<file path="src/rtl/alu3_op_scheduler_if.sv">
// Request/response bundle between two requesting engines and the shared 3-bit ALU scheduler.
// The master side is the requester/consumer; the slave side is the scheduler.
interface alu3_op_scheduler_if #(
  parameter int CNT_W = 8
);
  logic             req0_valid;
  logic             req0_ready;
  logic [2:0]       req0_a;
  logic [2:0]       req0_b;
  logic [1:0]       req0_op;

  logic             req1_valid;
  logic             req1_ready;
  logic [2:0]       req1_a;
  logic [2:0]       req1_b;
  logic [1:0]       req1_op;

  logic             resp_valid;
  logic             resp_ready;
  logic             resp_id;
  logic [1:0]       resp_op;
  logic [5:0]       resp_data;
  logic [CNT_W-1:0] done_count;

  modport master (
    output req0_valid, req0_a, req0_b, req0_op,
    output req1_valid, req1_a, req1_b, req1_op,
    output resp_ready,
    input  req0_ready, req1_ready,
    input  resp_valid, resp_id, resp_op, resp_data, done_count
  );

  modport slave (
    input  req0_valid, req0_a, req0_b, req0_op,
    input  req1_valid, req1_a, req1_b, req1_op,
    input  resp_ready,
    output req0_ready, req1_ready,
    output resp_valid, resp_id, resp_op, resp_data, done_count
  );
endinterface

</file>
<file path="src/rtl/alu3_op_scheduler.sv">
// Round-robin scheduler sharing one combinational 3-bit ALU between two requesters.
// Each accepted op waits ALU_LAT cycles in EXEC, then is held on the response channel.
module alu3_op_scheduler #(
  parameter int ALU_LAT = 1,
  parameter int CNT_W   = 8
) (
  input  logic                clk,
  input  logic                rst_n,
  alu3_op_scheduler_if.slave  bus
);

  typedef enum logic [1:0] {
    IDLE = 2'd0,
    EXEC = 2'd1,
    RESP = 2'd2
  } state_t;

  typedef enum logic [1:0] {
    OP_ADD     = 2'b00,
    OP_INV_ADD = 2'b01,
    OP_SUB     = 2'b10,
    OP_MUL     = 2'b11
  } op_t;

  localparam int              LAT_W    = (ALU_LAT > 1) ? $clog2(ALU_LAT) : 1;
  localparam logic [LAT_W-1:0] LAT_LAST = LAT_W'(ALU_LAT - 1);

  state_t           state;
  state_t           state_nxt;
  logic             last_grant;
  logic [2:0]       a_q;
  logic [2:0]       b_q;
  op_t              op_q;
  logic             id_q;
  logic [LAT_W-1:0] lat_cnt;
  logic [5:0]       data_q;
  logic [CNT_W-1:0] done_q;

  logic             grant_any;
  logic             grant_id;
  logic             accept;
  logic             exec_last;
  logic             resp_fire;
  logic [5:0]       alu_res;
  logic [5:0]       pp0;
  logic [5:0]       pp1;
  logic [5:0]       pp2;

  // A lone requester wins outright; on a tie the requester not served last time wins.
  always_comb begin
    grant_any = bus.req0_valid | bus.req1_valid;
    grant_id  = (bus.req0_valid && bus.req1_valid) ? ~last_grant : bus.req1_valid;
  end

  always_ff @(posedge clk or negedge rst_n) begin
    if (!rst_n) begin
      state <= IDLE;
    end else begin
      state <= state_nxt;
    end
  end

  always_comb begin
    // NOTE: every signal gets a default before the case so no path can infer a latch.
    state_nxt      = state;
    accept         = 1'b0;
    exec_last      = 1'b0;
    resp_fire      = 1'b0;
    bus.req0_ready = 1'b0;
    bus.req1_ready = 1'b0;
    bus.resp_valid = 1'b0;
    unique case (state)
      IDLE: begin
        // Gated by rst_n so no ready escapes while reset is held with a valid pending.
        if (grant_any && rst_n) begin
          accept         = 1'b1;
          bus.req0_ready = ~grant_id;
          bus.req1_ready = grant_id;
          state_nxt      = EXEC;
        end
      end
      EXEC: begin
        if (lat_cnt == LAT_LAST) begin
          exec_last = 1'b1;
          state_nxt = RESP;
        end
      end
      RESP: begin
        bus.resp_valid = 1'b1;
        if (bus.resp_ready) begin
          resp_fire = 1'b1;
          state_nxt = IDLE;
        end
      end
      default: state_nxt = IDLE;
    endcase
  end

  // 3x3 array multiplier: one shifted partial-product row per bit of b.
  always_comb begin
    pp0 = {3'b000, a_q & {3{b_q[0]}}};
    pp1 = {2'b00, a_q & {3{b_q[1]}}, 1'b0};
    pp2 = {1'b0, a_q & {3{b_q[2]}}, 2'b00};
    alu_res = '0;
    unique case (op_q)
      OP_ADD:     alu_res = {2'b00, {1'b0, a_q} + {1'b0, b_q}};
      OP_INV_ADD: alu_res = {2'b00, {1'b0, ~a_q} + {1'b0, ~b_q}};
      OP_SUB:     alu_res = {3'b000, a_q - b_q};
      OP_MUL:     alu_res = pp0 + pp1 + pp2;
      default:    alu_res = '0;
    endcase
  end

  always_ff @(posedge clk or negedge rst_n) begin
    if (!rst_n) begin
      last_grant <= 1'b1;
      a_q        <= '0;
      b_q        <= '0;
      op_q       <= OP_ADD;
      id_q       <= 1'b0;
      lat_cnt    <= '0;
      data_q     <= '0;
      done_q     <= '0;
    end else begin
      // NOTE: non-blocking assignments keep every register update based on pre-edge values.
      if (accept) begin
        a_q        <= grant_id ? bus.req1_a : bus.req0_a;
        b_q        <= grant_id ? bus.req1_b : bus.req0_b;
        op_q       <= op_t'(grant_id ? bus.req1_op : bus.req0_op);
        id_q       <= grant_id;
        last_grant <= grant_id;
        lat_cnt    <= '0;
      end else if (state == EXEC) begin
        lat_cnt <= lat_cnt + 1'b1;
      end
      if (exec_last) begin
        data_q <= alu_res;
      end
      if (resp_fire) begin
        done_q <= done_q + 1'b1;
      end
    end
  end

  assign bus.resp_id    = id_q;
  assign bus.resp_op    = op_q;
  assign bus.resp_data  = data_q;
  assign bus.done_count = done_q;

endmodule
</file>
<file path="src/flat_wrapper.sv">
// flat-port wrapper written by rule: the top's interface ports become plain ports
module alu3_op_scheduler_flat 
#(
  parameter int ALU_LAT = 1,
  parameter int CNT_W   = 8
)
  (clk, rst_n, bus_req0_valid, bus_req0_a, bus_req0_b, bus_req0_op, bus_req1_valid, bus_req1_a, bus_req1_b, bus_req1_op, bus_resp_ready, bus_req0_ready, bus_req1_ready, bus_resp_valid, bus_resp_id, bus_resp_op, bus_resp_data, bus_done_count);
  alu3_op_scheduler_if #(.CNT_W(CNT_W)) bus_i ();
  input  logic clk;
  input  logic rst_n;
  input wire logic [$bits(bus_i.req0_valid)-1:0] bus_req0_valid;
  input wire logic [$bits(bus_i.req0_a)-1:0] bus_req0_a;
  input wire logic [$bits(bus_i.req0_b)-1:0] bus_req0_b;
  input wire logic [$bits(bus_i.req0_op)-1:0] bus_req0_op;
  input wire logic [$bits(bus_i.req1_valid)-1:0] bus_req1_valid;
  input wire logic [$bits(bus_i.req1_a)-1:0] bus_req1_a;
  input wire logic [$bits(bus_i.req1_b)-1:0] bus_req1_b;
  input wire logic [$bits(bus_i.req1_op)-1:0] bus_req1_op;
  input wire logic [$bits(bus_i.resp_ready)-1:0] bus_resp_ready;
  output wire logic [$bits(bus_i.req0_ready)-1:0] bus_req0_ready;
  output wire logic [$bits(bus_i.req1_ready)-1:0] bus_req1_ready;
  output wire logic [$bits(bus_i.resp_valid)-1:0] bus_resp_valid;
  output wire logic [$bits(bus_i.resp_id)-1:0] bus_resp_id;
  output wire logic [$bits(bus_i.resp_op)-1:0] bus_resp_op;
  output wire logic [$bits(bus_i.resp_data)-1:0] bus_resp_data;
  output wire logic [$bits(bus_i.done_count)-1:0] bus_done_count;
  assign bus_i.req0_valid = bus_req0_valid;
  assign bus_i.req0_a = bus_req0_a;
  assign bus_i.req0_b = bus_req0_b;
  assign bus_i.req0_op = bus_req0_op;
  assign bus_i.req1_valid = bus_req1_valid;
  assign bus_i.req1_a = bus_req1_a;
  assign bus_i.req1_b = bus_req1_b;
  assign bus_i.req1_op = bus_req1_op;
  assign bus_i.resp_ready = bus_resp_ready;
  assign bus_req0_ready = bus_i.req0_ready;
  assign bus_req1_ready = bus_i.req1_ready;
  assign bus_resp_valid = bus_i.resp_valid;
  assign bus_resp_id = bus_i.resp_id;
  assign bus_resp_op = bus_i.resp_op;
  assign bus_resp_data = bus_i.resp_data;
  assign bus_done_count = bus_i.done_count;
  alu3_op_scheduler #(.ALU_LAT(ALU_LAT), .CNT_W(CNT_W)) u_core (.clk(clk), .rst_n(rst_n), .bus(bus_i));
endmodule
</file>
<file path="config.mk">
export PLATFORM = sky130hd
export DESIGN_NAME = alu3_op_scheduler_flat
export DESIGN_NICKNAME = d
export VERILOG_FILES = /design/src/rtl/alu3_op_scheduler_if.sv /design/src/rtl/alu3_op_scheduler.sv /design/src/flat_wrapper.sv
export SDC_FILE = /design/constraint.sdc
export NUM_CORES = 1
export LEC_CHECK = 0
export ABC_CLOCK_PERIOD_IN_PS = 3900
export BUFFER_PORTS_ARGS = -buffer_cell sky130_fd_sc_hd__clkbuf_2
export CORE_UTILIZATION = 57
export CTS_CLUSTER_SIZE = 20
export DETAILED_ROUTE_END_ITERATION = 10
export PLACE_DENSITY = 0.87
export REMOVE_ABC_BUFFERS = 1
export SLEW_MARGIN = 20
export SYNTH_ARGS = -nofsm -noshare
export SYNTH_HDL_FRONTEND = slang
export SYNTH_SLANG_ARGS = --single-unit
</file>
<file path="constraint.sdc">
create_clock -name clk -period 3.9 [get_ports clk]
set_input_delay 0.195 -clock clk [delete_from_list [all_inputs] [get_ports clk]]
set_output_delay 0.195 -clock clk [all_outputs]
set_load 0.03 [all_outputs]
</file>
==> metrics.txt <==
status completed; Post-synth top cells dfrtp_1, nand2_1, inv_1; Mean Syn Cell Area 9.93 um2; top_reg_cell synth dfrtp_1; # clock sinks 27; Area after DPL 1900 um2; global-route wire length before repair 5460 um; Post-synth EDFFs 0; # diodes 0; post-synthesis cell area 1700 um2; CTS tree yes; area delta synth->final 14.4%; Async S/R FF share, synth 1.00; peak supply drop 0.521 mV; htree depth 1; Placed Cells 237; row count 19; Worst-Margin Slew 1.02 ns; fin crit period 2.37 ns; Power Internal 0.740 mW; Routed met1 length 1310 um; IO Pins 41; clock tree buffer depth 2; All-Layer GR Usage 0.219; cell with the most instances after synthesis dfrtp_1; max frequency 423 MHz; uppermost layer routed met4; initial antenna violation count 0; wire length per cell 12.7 um; post-DP HPWL 2430 um; post-cts sizing count 0; Comb pwr share 0.559; Initial DRC Count 48; Sw Share 0.487; Slew headroom 0.318; largest net degree at the start of global routing 29; final setup vio count 0; Slew Limit Fails 0; Synth area leader dfrtp_1; final hold viol count 0; Non-Filler Instances 242; Cells after Synth 171; initial core utilization 0.610; Synth cell types 39; Inserted Clock Buffers 3; clock latency on the worst-skew pair 0.35 ns; met3 WL post-DR 167 um; Root Driver clkbuf_4; hold slack 0.0875 ns; drt drc 0; Final Cycle Share 0.606; sequential power share 0.347; Arr. time, crit path 2.59 ns; routed via count 1333; sequential cell area fraction in the yosys report 0.399; Leak 1.03 nW; Post-Synth Simple-Gate Area 0.127; Via-to-Cell Ratio 5.51; Fin Setup TNS 0 ns; die height 56.6 um; gr ovfl total 0; Die Span X 56.6 um; Yosys reg bits 27; Die Area 3200 um2; Tot Pwr 1.44 mW; Synth top area share 0.383; Clk pwr share 0.094; worst min-delay path class input port to flip-flop; layout cell share with drive strength beyond 1 0.242; crit-path max FO 8; Core ar. 2780 um2; Req. time, crit path 4.13 ns; startpoint types flip-flop; xor/xnor share of the synthesized area 0.0567; Final Skew 0.00822 ns; adder-cell share of the synthesized area 0.150; Synth area leaders dfrtp_1, ha_1, mux2i_1, fa_1, nand2_1; Pre-antenna DRT Iters 4; antenna-violating nets left 0; Max-cap violations 0; WS Path Type flip-flop to flip-flop; Synth Area in Compound Gates 0.143; mux contribution to synthesized area 0.0656; CP endpoint kind flip-flop; nets 251; RD Place Congestion 0.825; Reg clk slew, reported paths 0.16 ns; metal2 WL 1550 um; RSZ-0062 raised after global routing no; Power per Cell Area 743 nW/um2; Synth warnings 0; vias in the first global route 1252; largest family of logic cells by synthesized area adder cells; Final Cell Area 1940 um2; Post-Route WL 3070 um; Psw 0.703 mW; PortBufs 40
[area by class of cell]
| class | count | area [um2] |
|---|---|---|
| multi-input cells | 123 | 922 |
| fillers | 223 | 838 |
| well taps | 31 | 38.8 |
| clock inverters | 1 | 8.76 |
| inverters | 15 | 56.3 |
| flip-flops and latches | 27 | 677 |
| clock buffers | 3 | 22.5 |
| repair buffers | 42 | 218 |
[flip-flops by register name, indices dropped and copies added (netlist names)]
register	count
u_core.a_q	3
u_core.bus.done_count	8
u_core.lat_cnt	1
u_core.bus.resp_op	2
u_core.b_q	3
u_core.last_grant	1
u_core.bus.resp_data	6
u_core.bus.resp_id	1
u_core.state	2
[per-stage QoR]
stage	utilization	worst slack (ns)
floorplan	-	1.73
detailed placement	0.684	1.57
global route	0.699	1.36
CTS	0.699	1.54
finish	0.699	1.53
global placement	0.684	1.66
[power by group through the flow]
stage / Sequential, mW / Combinational (mW) / Clock (mW)
4_1_cts: 0.502 / 0.812 / 0.138
3_3_place_gp: 0.498 / 0.777 / 0
5_1_grt: 0.520 / 0.893 / 0.153
3_5_place_dp: 0.508 / 0.806 / 0
6_report: 0.500 / 0.807 / 0.136
2_1_floorplan: 0.594 / 0.501 / 0
[layout by cell type, fill, tap and decap left out, types with 3 or more instances in the layout]
cell type	n
nand2_1	21
o21ai_0	11
xor2_1	3
nor2_1	12
xnor2_1	8
fa_1	4
a21oi_1	6
dfrtp_1	26
clkbuf_2	40
clkbuf_4	3
o21ai_1	4
mux2i_1	10
ha_1	14
inv_1	15
a21o_1	3
nand3_1	3
[kinds of logic after synthesis]
| family | count (synthesis) |
|---|---|
| AO/OA/AOI/OAI | 37 |
| XOR/XNOR | 11 |
| adder cells (fa/ha/maj) | 18 |
| buffers and inverters | 21 |
| flip-flops | 27 |
| multiplexers | 11 |
| AND/OR/NAND/NOR | 46 |
[final timing paths]
kind | depth (start not counted) | end | slack, ns | start
worst max-delay path | 9 | u_core.bus.resp_data[3]$_DFFE_PN0P_ | 1.53 | u_core.b_q[1]$_DFFE_PN0P_
worst min-delay path | 2 | u_core.state[1]$_DFFE_PN0P_ | 0.09 | bus_resp_ready
worst max register to register | 9 | u_core.bus.resp_data[3]$_DFFE_PN0P_ | 1.53 | u_core.b_q[1]$_DFFE_PN0P_
worst min register to register | 1 | u_core.bus.done_count[7]$_DFFE_PN0P_ | 0.50 | u_core.bus.done_count[7]$_DFFE_PN0P_
max in group asynchronous | 2 | u_core.bus.resp_op[0]$_DFFE_PN0P_ | 3.11 | rst_n
min in group asynchronous | 2 | u_core.bus.done_count[4]$_DFFE_PN0P_ | 0.37 | rst_n
[critical path: stages, from the launching register on]
cell and delay (ns):
dfrtp_1 0.44, inv_1 0.28, nor2_1 0.09, ha_1 0.21, ha_1 0.20, a21oi_1 0.13, o32a_1 0.21, fa_1 0.43
a31oi_1 0.17, a22oi_1 0.08
[layer usage]
metal / up-vias / GRT usage
met1: 616 / 0.273
met2: 48 / 0.378
li1: 664 / -
met4: 0 / 0.0732
met3: 5 / 0.0438
met5: - / 0
[repair_timing]
action | CTS | global route
hold endpoints to repair | 26 | 0
hold buffers | 1 | 0
buffers inserted | 0 | 0
Note: power is estimated with default switching activity, not from simulation.
